--- src/rtl/receiver_memory.sv ---
// receiver_memory
//   Receive side of the sender/receiver memory pair. Words arrive over a
//   4-phase Req/Ack handshake. Each word is stored at the next sequential
//   address of a DEPTH x DATA_W buffer, and the local host reads words back
//   by address.
//
//   Optional build macro: RX_PARITY_EN enables the even-parity check on
//   incoming words. The ParityErr flag is sticky. The port list is the same
//   with or without the macro.
//
// Ports
//   clk         rising-edge clock
//   rst_n       asynchronous active-low reset
//   Req         sender request; DataIn and ParityIn are stable while high
//   DataIn      word from the sender
//   ParityIn    even-parity bit for DataIn (used only with RX_PARITY_EN)
//   Ack         handshake acknowledge to the sender
//   ReadEnable  host read strobe
//   Address     host read address
//   DataOut     registered read data, one cycle after ReadEnable
//   Clear       synchronous empty; resets the write pointer and Count
//   Count       number of words stored, 0..DEPTH
//   Full        high when Count == DEPTH
//   ParityErr   sticky parity error flag
//
// FSM states
//   IDLE  | wait for Req while not Full; Ack low
//   STORE | single cycle: write word, bump pointer/count, raise Ack
//   ACK   | hold Ack until Req is seen low, then return to IDLE

module receiver_memory #(
    parameter int DATA_W = 16,
    parameter int ADDR_W = 4,
    parameter int DEPTH  = 16   // must equal 2**ADDR_W
) (
    input  logic              clk,
    input  logic              rst_n,
    input  logic              Req,
    input  logic [DATA_W-1:0] DataIn,
    input  logic              ParityIn,
    output logic              Ack,
    input  logic              ReadEnable,
    input  logic [ADDR_W-1:0] Address,
    output logic [DATA_W-1:0] DataOut,
    input  logic              Clear,
    output logic [ADDR_W:0]   Count,
    output logic              Full,
    output logic              ParityErr
);

    typedef enum logic [1:0] {
        IDLE  = 2'd0,
        STORE = 2'd1,
        ACK   = 2'd2
    } state_t;

    localparam logic [ADDR_W:0]   CNT_MAX = (ADDR_W+1)'(DEPTH);
    localparam logic [ADDR_W:0]   CNT_ONE = (ADDR_W+1)'(1);
    localparam logic [ADDR_W-1:0] PTR_ONE = ADDR_W'(1);

    state_t              state_q, state_d;
    logic                ack_q, ack_d;
    logic [ADDR_W-1:0]   wr_ptr_q, wr_ptr_d;
    logic [ADDR_W:0]     count_q, count_d;
    logic [DATA_W-1:0]   dout_q;
    logic [DATA_W-1:0]   mem_q [DEPTH];
    logic                full;
    logic                store_en;

    assign full     = (count_q == CNT_MAX);
    assign store_en = (state_q == STORE);

    // Handshake FSM
    always_ff @(posedge clk or negedge rst_n) begin
        if (!rst_n) begin
            state_q <= IDLE;
            ack_q   <= 1'b0;
        end else begin
            state_q <= state_d;
            ack_q   <= ack_d;
        end
    end

    always_comb begin
        state_d = state_q;
        ack_d   = ack_q;
        case (state_q)
            IDLE: begin
                ack_d = 1'b0;
                // While full, Req is left pending; the sender simply waits.
                if (Req && !full) begin
                    state_d = STORE;
                end
            end
            STORE: begin
                // Req is not looked at here, so a glitch low is ignored.
                ack_d   = 1'b1;
                state_d = ACK;
            end
            ACK: begin
                if (!Req) begin
                    ack_d   = 1'b0;
                    state_d = IDLE;
                end
            end
            default: begin
                ack_d   = 1'b0;
                state_d = IDLE;
            end
        endcase
    end

    // Write pointer and fill count. Clear wins over the STORE increment.
    always_comb begin
        wr_ptr_d = wr_ptr_q;
        count_d  = count_q;
        if (Clear) begin
            wr_ptr_d = '0;
            count_d  = '0;
        end else if (store_en) begin
            wr_ptr_d = wr_ptr_q + PTR_ONE;
            count_d  = count_q + CNT_ONE;
        end
    end

    always_ff @(posedge clk or negedge rst_n) begin
        if (!rst_n) begin
            wr_ptr_q <= '0;
            count_q  <= '0;
        end else begin
            wr_ptr_q <= wr_ptr_d;
            count_q  <= count_d;
        end
    end

    // Storage is not reset. The word is written even when Clear coincides
    // with STORE, so a word that was acknowledged always lands in memory.
    always_ff @(posedge clk) begin
        if (store_en) begin
            mem_q[wr_ptr_q] <= DataIn;
        end
    end

    // Registered read. A read of the address being written in the same
    // cycle returns the old contents.
    always_ff @(posedge clk or negedge rst_n) begin
        if (!rst_n) begin
            dout_q <= '0;
        end else if (ReadEnable) begin
            dout_q <= mem_q[Address];
        end
    end

`ifdef RX_PARITY_EN
    logic perr_q, perr_d;

    always_comb begin
        perr_d = perr_q;
        if (Clear) begin
            perr_d = 1'b0;
        end else if (store_en && (^{DataIn, ParityIn})) begin
            perr_d = 1'b1;
        end
    end

    always_ff @(posedge clk or negedge rst_n) begin
        if (!rst_n) begin
            perr_q <= 1'b0;
        end else begin
            perr_q <= perr_d;
        end
    end

    assign ParityErr = perr_q;
`else
    logic unused_parity_in;
    assign unused_parity_in = ParityIn;
    assign ParityErr        = 1'b0;
`endif

    assign Ack     = ack_q;
    assign DataOut = dout_q;
    assign Count   = count_q;
    assign Full    = full;

endmodule

--- config.mk ---
export PLATFORM = sky130hd
export DESIGN_NAME = receiver_memory
export DESIGN_NICKNAME = d
export VERILOG_FILES = /design/src/rtl/receiver_memory.sv
export SDC_FILE = /design/constraint.sdc
export NUM_CORES = 1
export LEC_CHECK = 0
export ABC_AREA = 1
export CAP_MARGIN = 20
export CORE_MARGIN = 10
export CORE_UTILIZATION = 30
export DETAILED_ROUTE_END_ITERATION = 8
export SYNTH_ARGS = -nofsm -noshare
export SYNTH_HDL_FRONTEND = slang
export SYNTH_SLANG_ARGS = --single-unit
--- constraint.sdc ---
create_clock -name clk -period 2 [get_ports clk]
set_input_delay 0.4 -clock clk [delete_from_list [all_inputs] [get_ports clk]]
set_output_delay 0.4 -clock clk [all_outputs]
set_load 0.005 [all_outputs]
======== After elaboration in Yosys (flattened, before gate mapping) ========
Memories as Yosys holds them, arrays and structs flattened. A register that Yosys moved wholly into a read port is not among the register bits.
Cells that the tools add are included.
storage, ports and cells
  memories ................................ 1
  flip-flop bits (word level) ............. 12
  memory bits (writable) .................. 256
  bits of input ports ..................... 26
operators by class
  $add $sub $neg .......................... 2
  reductions and logical operators ........ 6
  mux-type cells .......................... 11
  equal/unequal tests ..................... 5
memories
  memory  words  bits a word  read ports  clocked after memory_dff  write ports  RTL line  RTL
  mem_q   16     16           1           1                         1            66        logic [DATA_W-1:0] mem_q [DEPTH];
operator list
  cell                                                             number
  5-bit 2-to-1 mux                                                 2
  4-bit 2-to-1 mux                                                 2
  2-bit one-hot mux with 3 select lines                            1
  5-bit by 1-bit adder with 5-bit output, second input constant    1
  5-bit == test, second input constant                             1
  4-bit by 1-bit adder with 4-bit output, second input constant    1
  2-bit 2-to-1 mux                                                 2
  2-bit != test, second input constant                             2
  1-bit 2-to-1 mux                                                 3
  2-bit by 1-bit == test with 1-bit output, second input constant  1
  2-bit == test, second input constant                             1
  1-bit zero test                                                  2
  2-bit zero test                                                  1
  1-bit one-hot mux with 2 select lines                            1
  2-bit AND reduction                                              1
  2-bit nonzero test                                               1
  1-bit logical AND                                                1

======== Logic depth before layout (Yosys ltp) ========
Gate-level depths: netlist of the first run.
  depth in word-level cells ............... 5
  mapped depth ............................ 11
  mapped depth without buffers ............ 9

======== Worst setup path after synthesis of the first run ========
No wires, ideal clock.
  path kind ............................... register to register
  start ................................... register state_q[1]
  end ..................................... memory mem_q[11][0], enable pin
  data required time ...................... 1,612 ps
  cell stages (with the launch flop) ...... 5
  path buffers ............................ 1
  setup time .............................. 388 ps
  clock period less this slack ............ 1,879 ps
  slack ................................... 121 ps
  arrival time ............................ 1,491 ps
  cell sequence ........................... dfrtp_1 > nor2_1 > buf_4 > nand2_1 > nor2_1
between the ends
  longest elaborated chain between the ends .. 3
RTL lines
  item                                      RTL line  RTL
  start: declaration                        61        state_t state_q, state_d;
  start signal: assignment                  79        state_q <= state_d;
  2-bit by 1-bit == test with 1-bit output  71        assign store_en = (state_q == STORE);
  1-bit 2-to-1 mux                          139       if (store_en) begin
  1-bit 2-to-1 mux (not written as such)    140       mem_q[wr_ptr_q] <= DataIn;
  end: declaration                          66
No other way between the ends.

======== Worst setup path in the final report of the first run ========
  start ................................... register count_q[0], in the netlist Count[0]
  end ..................................... output Count[0]
RTL lines
  item                      RTL line  RTL
  start: declaration        64        logic [ADDR_W:0] count_q, count_d;
  start signal: assignment  132       count_q <= count_d;
  end: declaration          46        output logic [ADDR_W:0] Count,
No word-level cell between the ends.

==> metrics.csv, run 1 <==
metric,value,unit
switch share,22.1,%
RD Place Congestion,0.767,
final max-slew violation count,0,
sequential area share after synthesis,72.2,%
power density of the placed cells,981,mW/mm^2
layout cell share with drive strength beyond 1,11.1,%
count of final hold-check violations,0,
ys async rst share,9.86,%
Mapped Avg Cell Area,11.6,um^2
Synth-to-Final Area Change,20.3,%
Main synth FF type,edfxtp_1,
worst-case reg-to-reg path depth,4,
First DRT Iteration DRCs,620,
maximum net fanout on the critical path,3,
vertical die dimension,217,um
Crit path max-delay family,buffers and inverters,
ranking of synthesized cells by area,"edfxtp_1 (66%), nand2_1 (13%), nand3_1 (8.4%), dfrtp_1 (6.0%), buf_6 (2.4%)",
vias per std cell,4.58,
detailed-route wire length,27700,um
standard cell with the maximum stage delay on the critical path,clkdlybuf4s50_1,
count of input and output buffers,47,
cell with the most instances after synthesis,nand2_1,
total clock buffers created by CTS,30,
number of synthesized flops with an enable pin,256,
hold-fix buffer count after cts,0,
total power after layout,13.7,mW
fraction of post-synthesis cell area in the top cell type by area,66.2,%
vias in the first global route,7113,
flop-to-flop setup slack,200,ps
placeable core region,0.0385,mm^2
setup TNS,0,ps
buffers plus inverters on the worst setup path,2,
P_leak,5.25,nW
clock transition time at the flip-flop clock pins of the worst setup and hold paths,60,ps
startpoint of the lowest-slack register-to-register path,state_q[1],
unrepaired setup endpoints after global routing,false,
Setup crit start kind,flop,
number of nets with antenna violations after detailed routing,0,
clock network fraction of total power,42.3,%
initial antenna violation count,0,
internal power,10.7,mW
netlist area before placement,0.0116,mm^2
vias after detailed routing,7405,
gr usage total,11.6,%
later-pin clock latency in the skew report,560,ps
critical path required time,1600,ps
DRT Pass-1 Iters,5,
number of nets in the finished design,1108,
Cell variety after synth,19,
Worst-Margin Slew,730,ps
Initial Utilization,30.2,%
final period demand of the worst path,1920,ps
"Warnings, synthesis",0,
CP Data Arrival Time,1520,ps
final critical-path setup slack,76.6,ps
net count of the mapped netlist,1030,
most area-hungry cell type in the Yosys netlist,edfxtp_1,
period utilisation layout,96.2,%
Sw Pwr,3.03,mW
Post-DP HPWL,16700,um
Max transition margin,51.3,%
final routed DRC violation total,0,
Sinks on Clock Net,284,
Clock H-tree levels,1,
routed length per instance,17.2,um
type of the worst setup path,reg -> out,
die outline width,217,um
remaining global-route overflow,0,
classification of the worst-slack hold path,in -> async,
root buffer selected by CTS,clkbuf_16,
hold_ws,233,ps
dpl cell area,0.0129,mm^2
wire length of the first global-routing pass,42600,um
area of the die,0.0470,mm^2
maximum achievable frequency,520,MHz
result of the run,"finished, final reports clean",
maximum number of pins on one net before global-route repair,47,
Post-synth top cells,"nand2_1 (401), edfxtp_1 (256), nand3_1 (196)",
number of cells produced by synthesis,998,
Max stage delay on crit path,500,ps
post-route design area,0.0140,mm^2
count of state elements after synthesis,284,
number of diodes,0,
cell row count,72,
clock tree from TritonCTS,yes,
maxcap violations,0,
crit end category,output pin,
logic gate share of total power,8.3,%
Clock Tree Buf Depth,3,
io pins,50,
final setup violating endpoints,0,
terminus of the critical flop-to-flop path,mem_q[3][7],
cells along the critical path,buf_4 -> clkdlybuf4s50_1,
relative contribution of sequential cells to total power,49.3,%
worst-case clock skew,16.1,ps
pre-CTS setup slack,104,ps
worst supply voltage drop on vdd,0.000549,V
routing by layer:
layer	global-route usage, %	share of wire (%)	vias up
li1	-	-	3591
met1	15.7	46	3587
met2	18.4	46	181
met3	2.33	6.1	46
met4	3.19	2.1	0
met5	0	0	-
final cells by class:
type	instances	area, um^2
Tap cell	518	648
Clock inverter	21	248
Multi-Input combinational cell	640	2780
Sequential cell	284	8390
Inverter	18	68.8
Clock buffer	35	791
Fill cell	3713	24500
Timing Repair Buffer	102	1060
state kept, by name, indices dropped and copies added, names as in the netlist:
signal and count:
mem_q 256, DataOut 16, Count 5, wr_ptr_q 4
state_q 2, Ack 1
cells in the final DEF (no fill, tap or decap), types with 2 or more instances in the layout:
master and n:
nand2_1 401, a21oi_1 7, buf_2 2, nor2_1 2, clkinv_1 8, clkbuf_1 4
dfrtp_1 28, clkbuf_16 31, inv_1 15, inv_2 2, edfxtp_1 256, o21ai_0 6
clkdlybuf4s50_1 44, clkinv_2 7, nor3_1 2, nand3_1 196, nor2_2 15, buf_4 41
ha_1 6, bufinv_16 6, buf_12 15
worst max-delay path by stage:
stage	depth (start not counted)	start	to
final	2	Count[0]	Count[0]
after global routing	5	Count[1]	Full
after detailed placement	9	Address[2]	DataOut[3]
after global placement	9	Address[2]	DataOut[4]
after floorplan	4	state_q[1]	mem_q[11][0]
after CTS	5	Count[1]	Full
power groups by stage:
stage / logic [mW] / clock network, mW / registers [mW]
2_1_floorplan: 0.608 / 0 / 6.88
3_3_place_gp: 1.13 / 0 / 6.88
3_5_place_dp: 1.14 / 0 / 6.88
4_1_cts: 1.16 / 5.90 / 6.76
5_1_grt: 1.29 / 6.14 / 6.78
6_report: 1.14 / 5.80 / 6.76
kinds of logic (layout without fill, tap and decap cells):
family	count (synthesis)	after routing	synth area share, %
compound gates	14	14	0.625
simple gates	619	619	22.2
buf+inv	74	176	4.31
flops	284	284	72.2
fa+ha+maj	6	6	0.646
other cells	1	1	0.0323
through the flow:
step | instances | util [%]
after floorplan | 998 | -
after global placement | 1560 | 33.6
after detailed placement | 1560 | 33.6
after CTS | 1618 | 36.3
after global routing | 1618 | 36.3
final | 1618 | 36.3
repair_timing:
| action | in CTS | in global routing |
|---|---|---|
| buffers inserted | 2 | 0 |
| gates resized for setup | 5 | 2 |
| setup endpoints to repair | 1 | 6 |
| pin swaps | 1 | 1 |
No activity file was read; power rests on OpenSTA's default activity.
==> inputs of run 2 (changes only) <==
--- a/config.mk
+++ b/config.mk
@@ -8,7 +8,7 @@
 export ABC_AREA = 1
 export CAP_MARGIN = 20
 export CORE_MARGIN = 10
-export CORE_UTILIZATION = 30
+export CORE_UTILIZATION = 44
 export DETAILED_ROUTE_END_ITERATION = 8
 export SYNTH_ARGS = -nofsm -noshare
 export SYNTH_HDL_FRONTEND = slang
==> run 2 against run 1 <==
Largest power group unchanged. Sequential cell count stayed put. Maximum frequency hardly changed. Setup slack about the same. Cell area fell by 2.0%. Die area shrank 29%. Clock skew up 4.0 ps. Sequential share of layout area grew 1.2 points. Worst hold slack better by 4.2 ps. Sequential power about the same. Register-to-register slack gained 50 ps.
==> metrics.csv, run 2 (synthesis results as in run 1) <==
metric,value,unit,change
worst supply voltage drop on vdd,0.000852,V,was 0.000549 V
number of nets in the finished design,1099,,"was 1,108"
final routed DRC violation total,0,,unchanged
io pins,50,,unchanged
vias in the first global route,7297,,"was 7,113"
type of the worst setup path,reg -> out,,unchanged
setup TNS,0,ps,unchanged
buffers plus inverters on the worst setup path,2,,unchanged
DRT Pass-1 Iters,5,,unchanged
final max-slew violation count,0,,unchanged
Setup crit start kind,flop,,unchanged
cell row count,59,,was 72
maximum net fanout on the critical path,3,,unchanged
worst-case clock skew,20.1,ps,was 16.1 ps
Max transition margin,55.9,%,was 51.3%
layout cell share with drive strength beyond 1,10.8,%,was 11.1%
"leading cell type in the layout, fill and taps excluded",nand2_1,,unchanged
Max stage delay on crit path,500,ps,about the same
initial antenna violation count,0,,unchanged
remaining global-route overflow,0,,unchanged
Initial Utilization,44.7,%,was 30.2%
Post-DP HPWL,16300,um,"was 16,700 um"
vias after detailed routing,7425,,"was 7,405"
flop-to-flop setup slack,250,ps,was 200 ps
number of diodes,0,,unchanged
placeable core region,0.0260,mm^2,was 0.0385 mm^2
Sinks on Clock Net,284,,unchanged
later-pin clock latency in the skew report,550,ps,was 560 ps
P_leak,5.21,nW,was 5.25 nW
"flip-flop count of the largest register, all copies and words added",256,,unchanged
final period demand of the worst path,1920,ps,about the same
vertical die dimension,182,um,was 217 um
Synth-to-Final Area Change,18.0,%,was 20.3%
post-route design area,0.0137,mm^2,was 0.0140 mm^2
Crit path max-delay family,buffers and inverters,,unchanged
cells along the critical path,buf_4 -> clkdlybuf4s50_1,,unchanged
critical path required time,1600,ps,about the same
unrepaired setup endpoints after global routing,false,,unchanged
Clock Tree Buf Depth,3,,unchanged
RD Place Congestion,0.779,,was 0.767
detailed-route wire length,28300,um,"was 27,700 um"
power density of the placed cells,1010,mW/mm^2,was 981 mW/mm^2
hold-fix buffer count after cts,0,,unchanged
standard cell with the maximum stage delay on the critical path,clkdlybuf4s50_1,,unchanged
die outline width,182,um,was 217 um
total clock buffers created by CTS,30,,unchanged
CP Data Arrival Time,1520,ps,about the same
vias per std cell,5.21,,was 4.58
maximum number of pins on one net before global-route repair,129,,was 47
period utilisation layout,96.2,%,about the same
crit end category,output pin,,unchanged
classification of the worst-slack hold path,in -> async,,unchanged
top register by number of flip-flops,mem_q,,unchanged
Worst-Margin Slew,659,ps,was 730 ps
result of the run,"finished, final reports clean",,unchanged
clock tree from TritonCTS,yes,,unchanged
First DRT Iteration DRCs,660,,was 620
count of final hold-check violations,0,,unchanged
dpl cell area,0.0126,mm^2,was 0.0129 mm^2
"commonest cells after routing, fill and taps aside","nand2_1 (401), edfxtp_1 (256), nand3_1 (196)",,unchanged
root buffer selected by CTS,clkbuf_16,,unchanged
Clock H-tree levels,1,,unchanged
clock transition time at the flip-flop clock pins of the worst setup and hold paths,60,ps,about the same
gr usage total,16.7,%,was 11.6%
count of input and output buffers,47,,unchanged
maxcap violations,0,,unchanged
area of the die,0.0333,mm^2,was 0.0470 mm^2
wire length of the first global-routing pass,43400,um,"was 42,600 um"
maximum achievable frequency,520,MHz,about the same
number of nets with antenna violations after detailed routing,0,,unchanged
final setup violating endpoints,0,,unchanged
routed length per instance,19.9,um,was 17.2 um
-- run 2: where the power goes --
group / leakage (nW) / internal [mW] / switching [mW] / total, mW
logic: 2.03 / 0.429 / 0.732 / 1.16
clock network: 0.512 / 3.59 / 2.26 / 5.86
registers: 2.67 / 6.68 / 0.0794 / 6.76
total: 5.21 / 10.7 / 3.07 / 13.8
-- run 2: worst paths after layout --
| path | start | cells past startpoint | endpoint |
|---|---|---|---|
| worst max-delay path | Count[0] | 2 | Count[0] |
| worst min-delay path | rst_n | 2 | DataOut[11] |
| worst max register to register | state_q[0] | 5 | mem_q[12][8] |
| worst min register to register | state_q[1] | 1 | state_q[0] |
| max in group asynchronous | rst_n | 2 | wr_ptr_q[1] |
| min in group clk | Req | 3 | state_q[0] |
-- run 2: through the flow --
stage | total power [mW] | hold slack [ps] | utilization (%) | setup WS [ps] | std cells
after floorplan | 7.49 | 104 | - | 121 | 998
after global placement | 8.02 | 420 | 48.6 | 131 | 1367
after detailed placement | 8.05 | 431 | 48.6 | 129 | 1367
after CTS | 13.9 | 245 | 52.7 | 0.421 | 1425
after global routing | 14.3 | 263 | 52.7 | 2.83 | 1425
final | 13.8 | 238 | 52.7 | 76.9 | 1425
-- run 2: area by class of cell --
| class | instances | area, um^2 |
|---|---|---|
| Clock inverter | 21 | 264 |
| Tap cell | 335 | 419 |
| Sequential cell | 284 | 8390 |
| Inverter | 18 | 68.8 |
| Clock buffer | 34 | 787 |
| Fill cell | 2241 | 12300 |
| Timing Repair Buffer | 93 | 991 |
| Multi-Input combinational cell | 640 | 2780 |
-- run 2: what timing repair did --
action / CTS / global route
gates resized for setup: 5 / 4
setup buffers: 3 / 0
setup endpoints to repair: 1 / 1
pin swaps: 1 / 1
-- run 2: routing by layer --
metal	routed length, um	vias to the layer above	share of wire [%]	global-route usage, %
met2	14100	223	50	28.6
met1	12100	3586	43	21.9
met5	0	-	0	0
li1	-	3576	-	-
met3	1520	40	5.4	2.22
met4	599	0	2.1	4.52
